## config.mk

```make
export PLATFORM = sky130hd
export DESIGN_NAME = mem_port_arbiter
export DESIGN_NICKNAME = d
export VERILOG_FILES = /design/src/rtl/mem_port_arbiter.sv
export SDC_FILE = /design/constraint.sdc
export NUM_CORES = 1
export LEC_CHECK = 0
export BUFFER_PORTS_ARGS = -buffer_cell sky130_fd_sc_hd__buf_2
export CAP_MARGIN = 30
export CORE_MARGIN = 2
export CORE_UTILIZATION = 38
export DETAILED_ROUTE_END_ITERATION = 8
export GPL_ROUTABILITY_DRIVEN = 0
export PLACE_DENSITY = 0.77
export SETUP_SLACK_MARGIN = 0.5
export SLEW_MARGIN = 10
export SYNTH_ARGS = -nofsm -noshare
export SYNTH_HDL_FRONTEND = slang
export SYNTH_SLANG_ARGS = --single-unit
```

## constraint.sdc

```tcl
create_clock -name clk -period 1.6 [get_ports clk]
set_input_delay 0.16 -clock clk [delete_from_list [all_inputs] [get_ports clk]]
set_output_delay 0.16 -clock clk [all_outputs]
set_load 0.05 [all_outputs]
```

## src/rtl/mem_port_arbiter.sv

```systemverilog
// mem_port_arbiter: shares one single-ported memory between fetch (I) and data (D) ports.
// D has priority; a starvation counter forces an I win after STARVE_MAX consecutive D wins.
module mem_port_arbiter #(
    parameter int AW         = 32,
    parameter int DW         = 32,
    parameter int STARVE_MAX = 4
) (
    input  logic            clk,
    input  logic            srst_n,
    input  logic            i_req,
    input  logic [AW-1:0]   i_addr,
    output logic            i_gnt,
    output logic            i_rvalid,
    output logic [DW-1:0]   i_rdata,
    input  logic            d_req,
    input  logic            d_we,
    input  logic [AW-1:0]   d_addr,
    input  logic [DW-1:0]   d_wdata,
    input  logic [DW/8-1:0] d_be,
    output logic            d_gnt,
    output logic            d_rvalid,
    output logic [DW-1:0]   d_rdata,
    output logic            mem_req,
    output logic            mem_we,
    output logic [AW-1:0]   mem_addr,
    output logic [DW-1:0]   mem_wdata,
    output logic [DW/8-1:0] mem_be,
    input  logic            mem_gnt,
    input  logic            mem_rvalid,
    input  logic [DW-1:0]   mem_rdata,
    output logic            busy,
    output logic            err_unexp_rsp
);
    localparam int SW = $clog2(STARVE_MAX + 1);
    typedef enum logic [1:0] {IDLE, REQ, RSP} state_t;
    state_t          state_q;
    logic            own_d_q;
    logic [SW-1:0]   starve_q;
    logic            mem_req_q;
    logic            mem_we_q;
    logic [AW-1:0]   mem_addr_q;
    logic [DW-1:0]   mem_wdata_q;
    logic [DW/8-1:0] mem_be_q;
    logic            starved;
    logic            win_i;
    assign starved = starve_q == SW'(STARVE_MAX);
    assign win_i   = i_req & (~d_req | starved);
    always_ff @(posedge clk or negedge srst_n) begin
        if (!srst_n) begin
            state_q     <= IDLE;
            own_d_q     <= 1'b0;
            starve_q    <= '0;
            mem_req_q   <= 1'b0;
            mem_we_q    <= 1'b0;
            mem_addr_q  <= '0;
            mem_wdata_q <= '0;
            mem_be_q    <= '0;
        end else begin
            case (state_q)
                IDLE: if (i_req | d_req) begin
                    state_q     <= REQ;
                    own_d_q     <= ~win_i;
                    mem_req_q   <= 1'b1;
                    mem_we_q    <= win_i ? 1'b0 : d_we;
                    mem_addr_q  <= win_i ? i_addr : d_addr;
                    mem_wdata_q <= win_i ? '0 : d_wdata;
                    mem_be_q    <= win_i ? '1 : d_be;
                    // count only D wins that made a pending fetch wait
                    starve_q    <= win_i ? '0 : (i_req && !starved) ? starve_q + 1'b1 : starve_q;
                end
                REQ: if (mem_gnt) begin
                    state_q   <= RSP;
                    mem_req_q <= 1'b0;
                end
                RSP: if (mem_rvalid) state_q <= IDLE;
                default: state_q <= IDLE;
            endcase
        end
    end
    assign mem_req       = mem_req_q;
    assign mem_we        = mem_we_q;
    assign mem_addr      = mem_addr_q;
    assign mem_wdata     = mem_wdata_q;
    assign mem_be        = mem_be_q;
    assign i_gnt         = (state_q == REQ) && mem_gnt && !own_d_q;
    assign d_gnt         = (state_q == REQ) && mem_gnt && own_d_q;
    assign i_rvalid      = (state_q == RSP) && mem_rvalid && !own_d_q;
    assign d_rvalid      = (state_q == RSP) && mem_rvalid && own_d_q;
    assign i_rdata       = mem_rdata;
    assign d_rdata       = mem_rdata;
    assign busy          = state_q != IDLE;
    assign err_unexp_rsp = mem_rvalid && (state_q != RSP);
endmodule
```

==> qor.yml <==
status: "completed"
period_needed_ns: 1.581
synth_seq_cells: 76
final_layout_size_suffix_gt1_share_pct: 62.28
grt_max_degree: 71
clock_skew_ns: 0.02235
crit_type: "reg -> reg"
antenna_found_initial: 0
cts_tree: "built"
final_util_pct: 70.17
hpwl_um: 8487
fp.dieArea_um2: 11910
clk_latency_ns: 0.37
async_flop_share_pct: 100.0
holdCritPathClass: "in -> reg"
rsz0062_at_grt: "true"
htreeDepth: 3
p_leak_nw: 3.406
ys_seq_area_share_pct: 45.28
drc: 0
ys_top_cells_by_count: "76 x dfrtp_1, 64 x buf_4, 37 x nand2_1, 34 x o2bb2ai_1, 33 x nand3_1"
dieWidth_um: 109.1
crit_path_start_kind: "register"
crit_buf_inv: 3
peakVddDrop_mv: 1.580
cts_buffer_depth: 2
netlist_top_cells_area: "dfrtp_1 45%, buf_4 11%, o2bb2ai_1 7.1%"
hold_viol_final: 0
nNetsFinal: 775
power_mw: 17.54
routedWlPerCell_um: 21.65
wl_met3_um: 1353
cp_top_family: "flip-flops"
nFillCells: 729
wl_met2_um: 8732
cp_slowest_stage_delay_ns: 0.40
synthesis.area_um2: 4200
top_layer: "met4"
max_freq_ghz: 0.6326
core.rowCount: 38
synth_most_common_cell: "dfrtp_1"
antenna_cells: 0
core-area_um2: 10790
cp.arrival_ns: 1.84
hp-start: "mem_rvalid"
grt_pass1_vias: 4245
grt-ovfl-total: 0
die_h_um: 109.1
vias: 4329
crit_fanout: 6
cts_buffers: 9
grtUsageTotal_pct: 25.86
synth_flop_cell: "dfrtp_1"
setup_tns_ns: 0
dp.cells: 658
max_cap_violations: 0
slew_violations: 0
fin_cells: 779
worstMarginPinSlew_ns: 0.4555
setup_viol: 0
yosysTopAreaCell: "dfrtp_1"
ant_nets: 0
timing.rr.start: "starve_q[1]"
initial_core_util_pct: 38.92
crit_start: "starve_q[1]"
synth_warnings: 0
ioPinCount: 279
routed_wl_um: 16860
avgViaCountPerCell: 5.557
wl_met1_um: 6057
powerDensity_nw_per_um2: 2315
io_buffers: 182
crit_path_end_kind: "register"
clk_pin_slew_ns: 0.10
syn2layout_area_growth_pct: 80.31
syn_area_per_cell_um2: 9.860
root_buffer: "clkbuf_8"
drtIter0Drc: 197
synth_top_area_share_pct: 45.28
clock_sinks: 76
period_share_pct: 98.80
worstPathRequired_ns: 1.86
dr.pass1.iters: 4
slew_headroom_pct: 69.63
grt_pass1_wl_um: 22920
synth_nets: 567
synthCells: 426
slowest_stage: "dfrtp_1"
crit_chain: "inv_2 -> ha_4 -> a21bo_4 -> and2_4 -> buf_12 -> buf_16 -> o2bb2ai_4"
synth_edf_count: 0
synth.distinct_cells: 28
stage by stage:
stage / setup WS (ns) / hold slack [ns] / area [um2]
4_1_cts: 0.03603 / 0.02949 / 7082
5_1_grt: -0.03183 / -0.002486 / 7574
6_report: 0.01918 / 0.009258 / 7574
3_3_place_gp: 0.08688 / 0.1022 / 5014
3_5_place_dp: 0.08937 / 0.1064 / 5014
2_1_floorplan: 0.1938 / -0.1356 / 4537
repair_timing:
action,CTS,global route
cloned,17,0
gates resized for setup,238,36
endpoints found under the hold margin,25,0
pin swaps,62,40
buffers inserted,57,29
setup endpoints to repair,150,150
hold buffers,2,0
layout by cell type (no fill, tap or decap), types with 3 or more instances in the layout:
master | netlist | final
buf_6 | 5 | 87
a21oi_4 | 0 | 3
nand3_1 | 33 | 33
nand2_1 | 37 | 34
inv_2 | 0 | 3
o211ai_1 | 32 | 32
buf_16 | 0 | 15
inv_6 | 0 | 3
a21oi_2 | 0 | 5
a21oi_1 | 14 | 6
nor3_4 | 0 | 3
o2bb2ai_4 | 0 | 23
o22a_1 | 32 | 32
and2_4 | 0 | 3
nor2_4 | 0 | 3
buf_4 | 64 | 71
a21boi_2 | 0 | 12
dfrtp_1 | 76 | 73
buf_2 | 6 | 105
dfrtp_2 | 0 | 3
clkbuf_8 | 0 | 9
buf_12 | 0 | 19
a21boi_1 | 2 | 20
o2bb2ai_2 | 0 | 11
power breakdown:
group          internal [mW]  switching (mW)  total (mW)
sequential              2.83           0.789        3.62
clock                  0.746           0.845        1.59
combinational           5.85            6.48        12.3
sequential cells by signal, indices dropped and copies added, names as in the netlist:
register   flops
mem_we         1
mem_be         4
starve_q       3
mem_addr      32
mem_wdata     32
own_d_q        1
state_q        2
mem_req        1
path summary, 6_finish.rpt:
check	end	slack [ns]	cells after the start
max in group asynchronous	mem_wdata[25]	0.80	3
min in group asynchronous	mem_addr[31]	0.24	2
hold reg to reg	mem_addr[22]	0.55	1
setup reg to reg	mem_wdata[6]	0.02	7
setup / recovery	mem_wdata[6]	0.02	7
hold / removal	state_q[1]	0.009	2
metal layers:
metal | up-vias | track usage [%]
met3 | 62 | 7.591
met1 | 2139 | 29.70
met5 | - | 0
met2 | 225 | 44.63
li1 | 1903 | -
met4 | 0 | 11.08
layout make-up:
type	count	area [um2]	area share (%)
multi-input combinational	239	2318	30.61
inverter	5	23.77	0.3139
tap	140	175.2	2.313
timing repair buffer	303	2947	38.91
sequential	76	1906	25.16
clock buffer	9	123.9	1.636
clock inverter	7	80.08	1.057
cell families after synthesis:
family / count (synthesis) / synth area share [%]
AO/OA/AOI/OAI: 151 / 28.09
adder cells (fa/ha/maj): 2 / 0.5957
AND/OR/NAND/NOR: 86 / 9.324
flip-flops: 76 / 45.28
buffers and inverters: 111 / 16.71
(Power assumes the default switching activity.)
